### config.mk
export PLATFORM = sky130hd
export DESIGN_NAME = hilo_div_unit
export DESIGN_NICKNAME = d
export VERILOG_FILES = /design/src/rtl/cpu_pkg.sv /design/src/rtl/hilo_div_unit_div_step.sv /design/src/rtl/hilo_div_unit.sv
export SDC_FILE = /design/constraint.sdc
export NUM_CORES = 1
export LEC_CHECK = 0
export ABC_AREA = 1
export BUFFER_PORTS_ARGS = -buffer_cell sky130_fd_sc_hd__buf_2
export CORE_MARGIN = 2
export CORE_UTILIZATION = 55
export CTS_CLUSTER_SIZE = 16
export DETAILED_ROUTE_END_ITERATION = 10
export PLACE_DENSITY = 0.82
export REMOVE_ABC_BUFFERS = 1
export SETUP_SLACK_MARGIN = 0.2
export SLEW_MARGIN = 20
export SYNTH_ARGS = -nofsm -noshare
export SYNTH_HDL_FRONTEND = slang
export SYNTH_SLANG_ARGS = --single-unit
### constraint.sdc
create_clock -name clock -period 15.15 [get_ports clock]
set_input_delay 0.7575 -clock clock [delete_from_list [all_inputs] [get_ports clock]]
set_output_delay 0.7575 -clock clock [all_outputs]
set_load 0.01 [all_outputs]
### src/rtl/cpu_pkg.sv
// Shared CPU definitions used by the HI/LO divide unit: FSM state type and
// the R-type function codes that select div and mfhi.
package cpu_pkg;

    typedef enum logic [1:0] {
        IDLE   = 2'd0,
        DIVIDE = 2'd1,
        FIXUP  = 2'd2,
        DONE   = 2'd3
    } div_state_t;

    localparam logic [5:0] DIV_FUNC  = 6'h1A;
    localparam logic [5:0] MFHI_FUNC = 6'h10;

endpackage

### src/rtl/hilo_div_unit_div_step.sv
// One radix-2 restoring division iteration: shift {rem, quo} left, try to
// subtract the divisor magnitude, and keep the difference if it did not borrow.
module div_step #(
    parameter int WIDTH = 32
) (
    input  logic [WIDTH-1:0] rem,
    input  logic [WIDTH-1:0] quo,
    input  logic [WIDTH-1:0] divisor_mag,
    output logic [WIDTH-1:0] rem_next,
    output logic [WIDTH-1:0] quo_next
);

    logic [WIDTH:0]   rem_shifted;
    logic [WIDTH+1:0] trial;
    logic             non_negative;

    always_comb begin
        rem_shifted  = {rem, quo[WIDTH-1]};
        trial        = {1'b0, rem_shifted} - {2'b00, divisor_mag};
        // A successful trial is always below divisor_mag, so bit WIDTH is clear too.
        non_negative = !trial[WIDTH+1] && !trial[WIDTH];
        if (non_negative) begin
            rem_next = trial[WIDTH-1:0];
            quo_next = {quo[WIDTH-2:0], 1'b1};
        end else begin
            rem_next = rem_shifted[WIDTH-1:0];
            quo_next = {quo[WIDTH-2:0], 1'b0};
        end
    end

endmodule

### src/rtl/hilo_div_unit.sv
// Multi-cycle div/divu unit owning the architectural HI/LO registers; LO gets
// the quotient, HI the remainder, and mf_out serves mfhi/mflo write-back.
module hilo_div_unit
    import cpu_pkg::*;
#(
    parameter int WIDTH = 32,
    parameter int CNT_W = 5
) (
    input  logic             clock,
    input  logic             reset,
    input  logic             start,
    input  logic             signed_op,
    input  logic [WIDTH-1:0] dividend,
    input  logic [WIDTH-1:0] divisor,
    input  logic             ismfhi,
    output logic             busy,
    output logic             done,
    output logic             div_zero,
    output logic [WIDTH-1:0] hi,
    output logic [WIDTH-1:0] lo,
    output logic [WIDTH-1:0] mf_out,
    output div_state_t       state
);

    // Handshake: start is accepted only in IDLE; busy stays high from the
    // accepting edge through the FIXUP cycle; done pulses for one cycle once
    // hi/lo hold the result. start outside IDLE is dropped silently.

    div_state_t       next_state;
    logic [WIDTH-1:0] rem;
    logic [WIDTH-1:0] quo;
    logic [WIDTH-1:0] divisor_mag_q;
    logic [CNT_W-1:0] cnt;
    logic             sign_q;
    logic             sign_r;

    logic             dividend_neg;
    logic             divisor_neg;
    logic [WIDTH-1:0] dividend_mag;
    logic [WIDTH-1:0] divisor_mag;
    logic             divisor_zero;
    logic [WIDTH-1:0] rem_next;
    logic [WIDTH-1:0] quo_next;

    assign dividend_neg = signed_op & dividend[WIDTH-1];
    assign divisor_neg  = signed_op & divisor[WIDTH-1];
    assign dividend_mag = dividend_neg ? -dividend : dividend;
    assign divisor_mag  = divisor_neg ? -divisor : divisor;
    assign divisor_zero = (divisor == '0);

    div_step #(.WIDTH(WIDTH)) u_div_step (
        .rem         (rem),
        .quo         (quo),
        .divisor_mag (divisor_mag_q),
        .rem_next    (rem_next),
        .quo_next    (quo_next)
    );

    always_comb begin
        next_state = state;
        case (state)
            IDLE: begin
                if (start) begin
                    next_state = divisor_zero ? FIXUP : DIVIDE;
                end
            end
            DIVIDE: begin
                if (cnt == CNT_W'(WIDTH - 1)) begin
                    next_state = FIXUP;
                end
            end
            FIXUP:   next_state = DONE;
            DONE:    next_state = IDLE;
            default: next_state = IDLE;
        endcase
    end

    always_ff @(posedge clock or posedge reset) begin
        if (reset) begin
            state         <= IDLE;
            rem           <= '0;
            quo           <= '0;
            divisor_mag_q <= '0;
            cnt           <= '0;
            sign_q        <= 1'b0;
            sign_r        <= 1'b0;
            hi            <= '0;
            lo            <= '0;
            div_zero      <= 1'b0;
        end else begin
            state <= next_state;
            case (state)
                IDLE: begin
                    if (start) begin
                        sign_q        <= dividend_neg ^ divisor_neg;
                        sign_r        <= dividend_neg;
                        rem           <= '0;
                        cnt           <= '0;
                        divisor_mag_q <= divisor_mag;
                        // On divide-by-zero quo carries the raw dividend straight to HI.
                        quo           <= divisor_zero ? dividend : dividend_mag;
                    end
                end
                DIVIDE: begin
                    rem <= rem_next;
                    quo <= quo_next;
                    cnt <= cnt + 1'b1;
                end
                FIXUP: begin
                    if (divisor_mag_q == '0) begin
                        hi       <= quo;
                        lo       <= '1;
                        div_zero <= 1'b1;
                    end else begin
                        lo       <= sign_q ? -quo : quo;
                        hi       <= sign_r ? -rem : rem;
                        div_zero <= 1'b0;
                    end
                end
                default: ;
            endcase
        end
    end

    assign busy   = (state == DIVIDE) || (state == FIXUP);
    assign done   = (state == DONE);
    assign mf_out = ismfhi ? hi : lo;

endmodule

==> results.toml <==
[status]
status = "complete, no violations"

[setup_path]
required_ns = 15.48
crit_arrival_ns = 3.69
cpMostUsedCell = "buf_4"
crit_path_max_incr_delay_ns = 0.55
end_kind = "register"
cp_cell_sequence = "inv_1 > ha_1 > buf_4 > inv_2 > o21ai_1 > buf_4 > inv_2 > buf_4 > a21oi_1 > o21ai_1 > o21ai_0"
cp_slowest_cell = "inv_2"
startpoint_type = "register"
r2r_slack_ns = 11.79
path_delay_family = "buffers and inverters"
path_buf_inv = 6
path_class = "register to register"
crit_fanout = 45

[drt]
drt-total-wl_mm = 43.4
viasPerCell = 5.75
drt-initial-drc-count = 1755
ant_nets = 0
vias = 15009
first_pass_iters = 6
drc = 0
wl_per_cell_um = 16.6

[pwr]
power.share.switching_pct = 51.8
p_leak_uw = 0.00825
clkPwrFrac_pct = 15.4
powerDensity_mw_per_mm2 = 189
max-vdd-ir-drop_mv = 0.155
p_int_uw = 1400
p_comb_share_pct = 57.6
p_sw_uw = 1500
seqPwrFrac_pct = 27.1

[die]
die_w_um = 162
start_util_pct = 56.2
core_region_area_mm2 = 0.0245
die_h_um = 162
num_rows = 57
dieArea_mm2 = 0.0263
ios = 170

[clock_tree]
cts_root_buf = "clkbuf_16"
path_clk_slew_ns = 0.08
numCtsBuffers = 17
cts_sinks = 170
clk_path_buf_depth = 2
htreeDepth = 4
cts_hold_buf = 0
clk_latency_ns = 0.45
postCtsSetupBuffers = 0
cts_resized = 0
cts_tree = "built"

[yosys]
yosysSeqAreaShare_pct = 30.9
synth_top_area_share_pct = 30.9
postSynthCellCount = 2149
ys_warn_count = 0
synth_area_leaders = "dfrtp_1, nand2_1, inv_1, nand3_1, nor2_1"
yosys.area.top_type = "dfrtp_1"
synth_seq_cells = 170
synth_flop_cell = "dfrtp_1"
syn-cell-area_mm2 = 0.0137
synth_enable_flop_cells = 0
postSynthAreaPerCell_um2 = 6.40
synth_cell_type_count = 52
synthArstFlopShare_pct = 100

[place]
hpwl_mm = 33.4
port_buffers = 169
place_congestion = 1.03
dp.cells = 2579

[layout]
antennaDiodeCount = 0
drive_gt1_share_pct = 11.8
final_cells = 2611
fillCellCount = 2279
synthToLayoutAreaGrowth_pct = 11.6
final_util_pct = 62.7
num-nets-final = 2386

[flow_run]
cap_viol_max_count = 0

[hold_path]
min_path_type = "input pin to asynchronous set/reset pin"

[sta]
relSlewSlack_pct = 27.3
min_period_ns = 3.36
timing.final.crit_share_pct = 22.2
final_max_slew_viol_count = 0
rsz0062_at_grt = "false"
final_hold_viol_count = 0
setup_viol = 0
final.setup_skew_ns = 0.0168
worst_pin_slew_ns = 1.08
fmax_mhz = 297
fin_tns_setup_ns = 0

[global_routing]
grt_pass1_wl_mm = 70.0
first_global_vias = 13846
gr-total-overflow = 0
track_usage_pct = 33.2
antenna_found_initial = 0
grt_max_degree = 114
-- power groups by stage --
stage,Sequential [uW],Clock (uW),Combinational (uW)
floorplan,792,0,1090
global route,804,464,1870
detailed placement,786,0,1630
CTS,780,447,1640
finish,785,445,1670
global placement,779,0,1590
-- registers in the layout (all words and copies together) (netlist names) --
register       cells
lo                32
divisor_mag_q     32
sign_q             1
rem               32
cnt                5
state              2
hi                32
quo               32
div_zero           1
sign_r             1
-- metrics by stage --
step                      hold slack (ns)  total power (uW)  worst slack, ns  area, um^2
after floorplan                     0.453              1880             9.79       13400
after global placement              0.464              2370            12.05       14700
after detailed placement            0.462              2420            11.93       14700
after CTS                           0.481              2870            11.93       15300
after global routing                0.490              3140            11.56       15300
final                               0.476              2900            11.79       15300
-- area by class of cell --
| type | count | area, um^2 | share of cell area, % |
|---|---|---|---|
| multi-input combinational | 1604 | 8030 | 52.3 |
| sequential | 170 | 4250 | 27.7 |
| inverter | 301 | 1140 | 7.41 |
| timing repair buffer | 180 | 928 | 6.05 |
| clock buffer | 18 | 439 | 2.86 |
| tap | 324 | 405 | 2.64 |
| clock inverter | 14 | 154 | 1.00 |
-- cell usage after synthesis (all sizes together) (2+ instances only) --
library cell	instances
dfrtp	170
o22ai	11
o21ai	153
buf	30
a22o	2
o21bai	10
nor3	29
nand3	200
nand3b	19
a21oi	91
a32oi	5
nand4	57
nand2	640
or2	14
a31oi	8
o21a	3
and2	2
o211ai	15
o221ai	11
xnor2	15
clkbuf	44
a22oi	10
xor2	32
a21o	2
mux2	6
clkinv	2
nor2	212
inv	299
nor4	9
ha	42
-- logic make-up (layout without fill, tap and decap cells) --
family	count (synthesis)	in the layout	synth area share, %
xor+xnor	47	47	2.99
fa+ha+maj	43	43	3.97
simple gates	1184	1184	37.5
buf+inv	375	513	10.7
mux	6	6	0.491
compound gates	324	324	13.4
flops	170	170	30.9
-- layer usage --
layer / GRT usage [%] / share of wire (%)
met3: 5.57 / 9.1
met1: 46.7 / 43
met4: 11.1 / 3.1
met2: 52.3 / 45
met5: 0 / 0
-- placed cells by master (no fill, tap or decap), types with 14 or more instances in the layout --
master,netlist,routed
nor3_1,27,27
nand4_1,57,57
o21ai_0,140,139
nand2_1,626,626
buf_2,14,169
nand3b_1,19,19
ha_1,42,42
dfrtp_1,170,170
a21oi_1,87,87
xor2_1,32,32
o21ai_1,13,14
or2_2,14,14
nand3_1,196,196
clkbuf_16,0,17
xnor2_1,15,15
nor2_1,203,203
inv_1,295,294
o211ai_1,15,15
-- final timing paths --
check | startpoint | to | cells past startpoint
min in group clock | div_zero | div_zero | 2
worst max-delay path | state[1] | quo[21] | 11
max in group asynchronous | reset | hi[11] | 3
worst min register to register | div_zero | div_zero | 2
worst min-delay path | reset | divisor_mag_q[1] | 2
worst max register to register | state[1] | quo[21] | 11
Power figures use the tool's default switching activity.
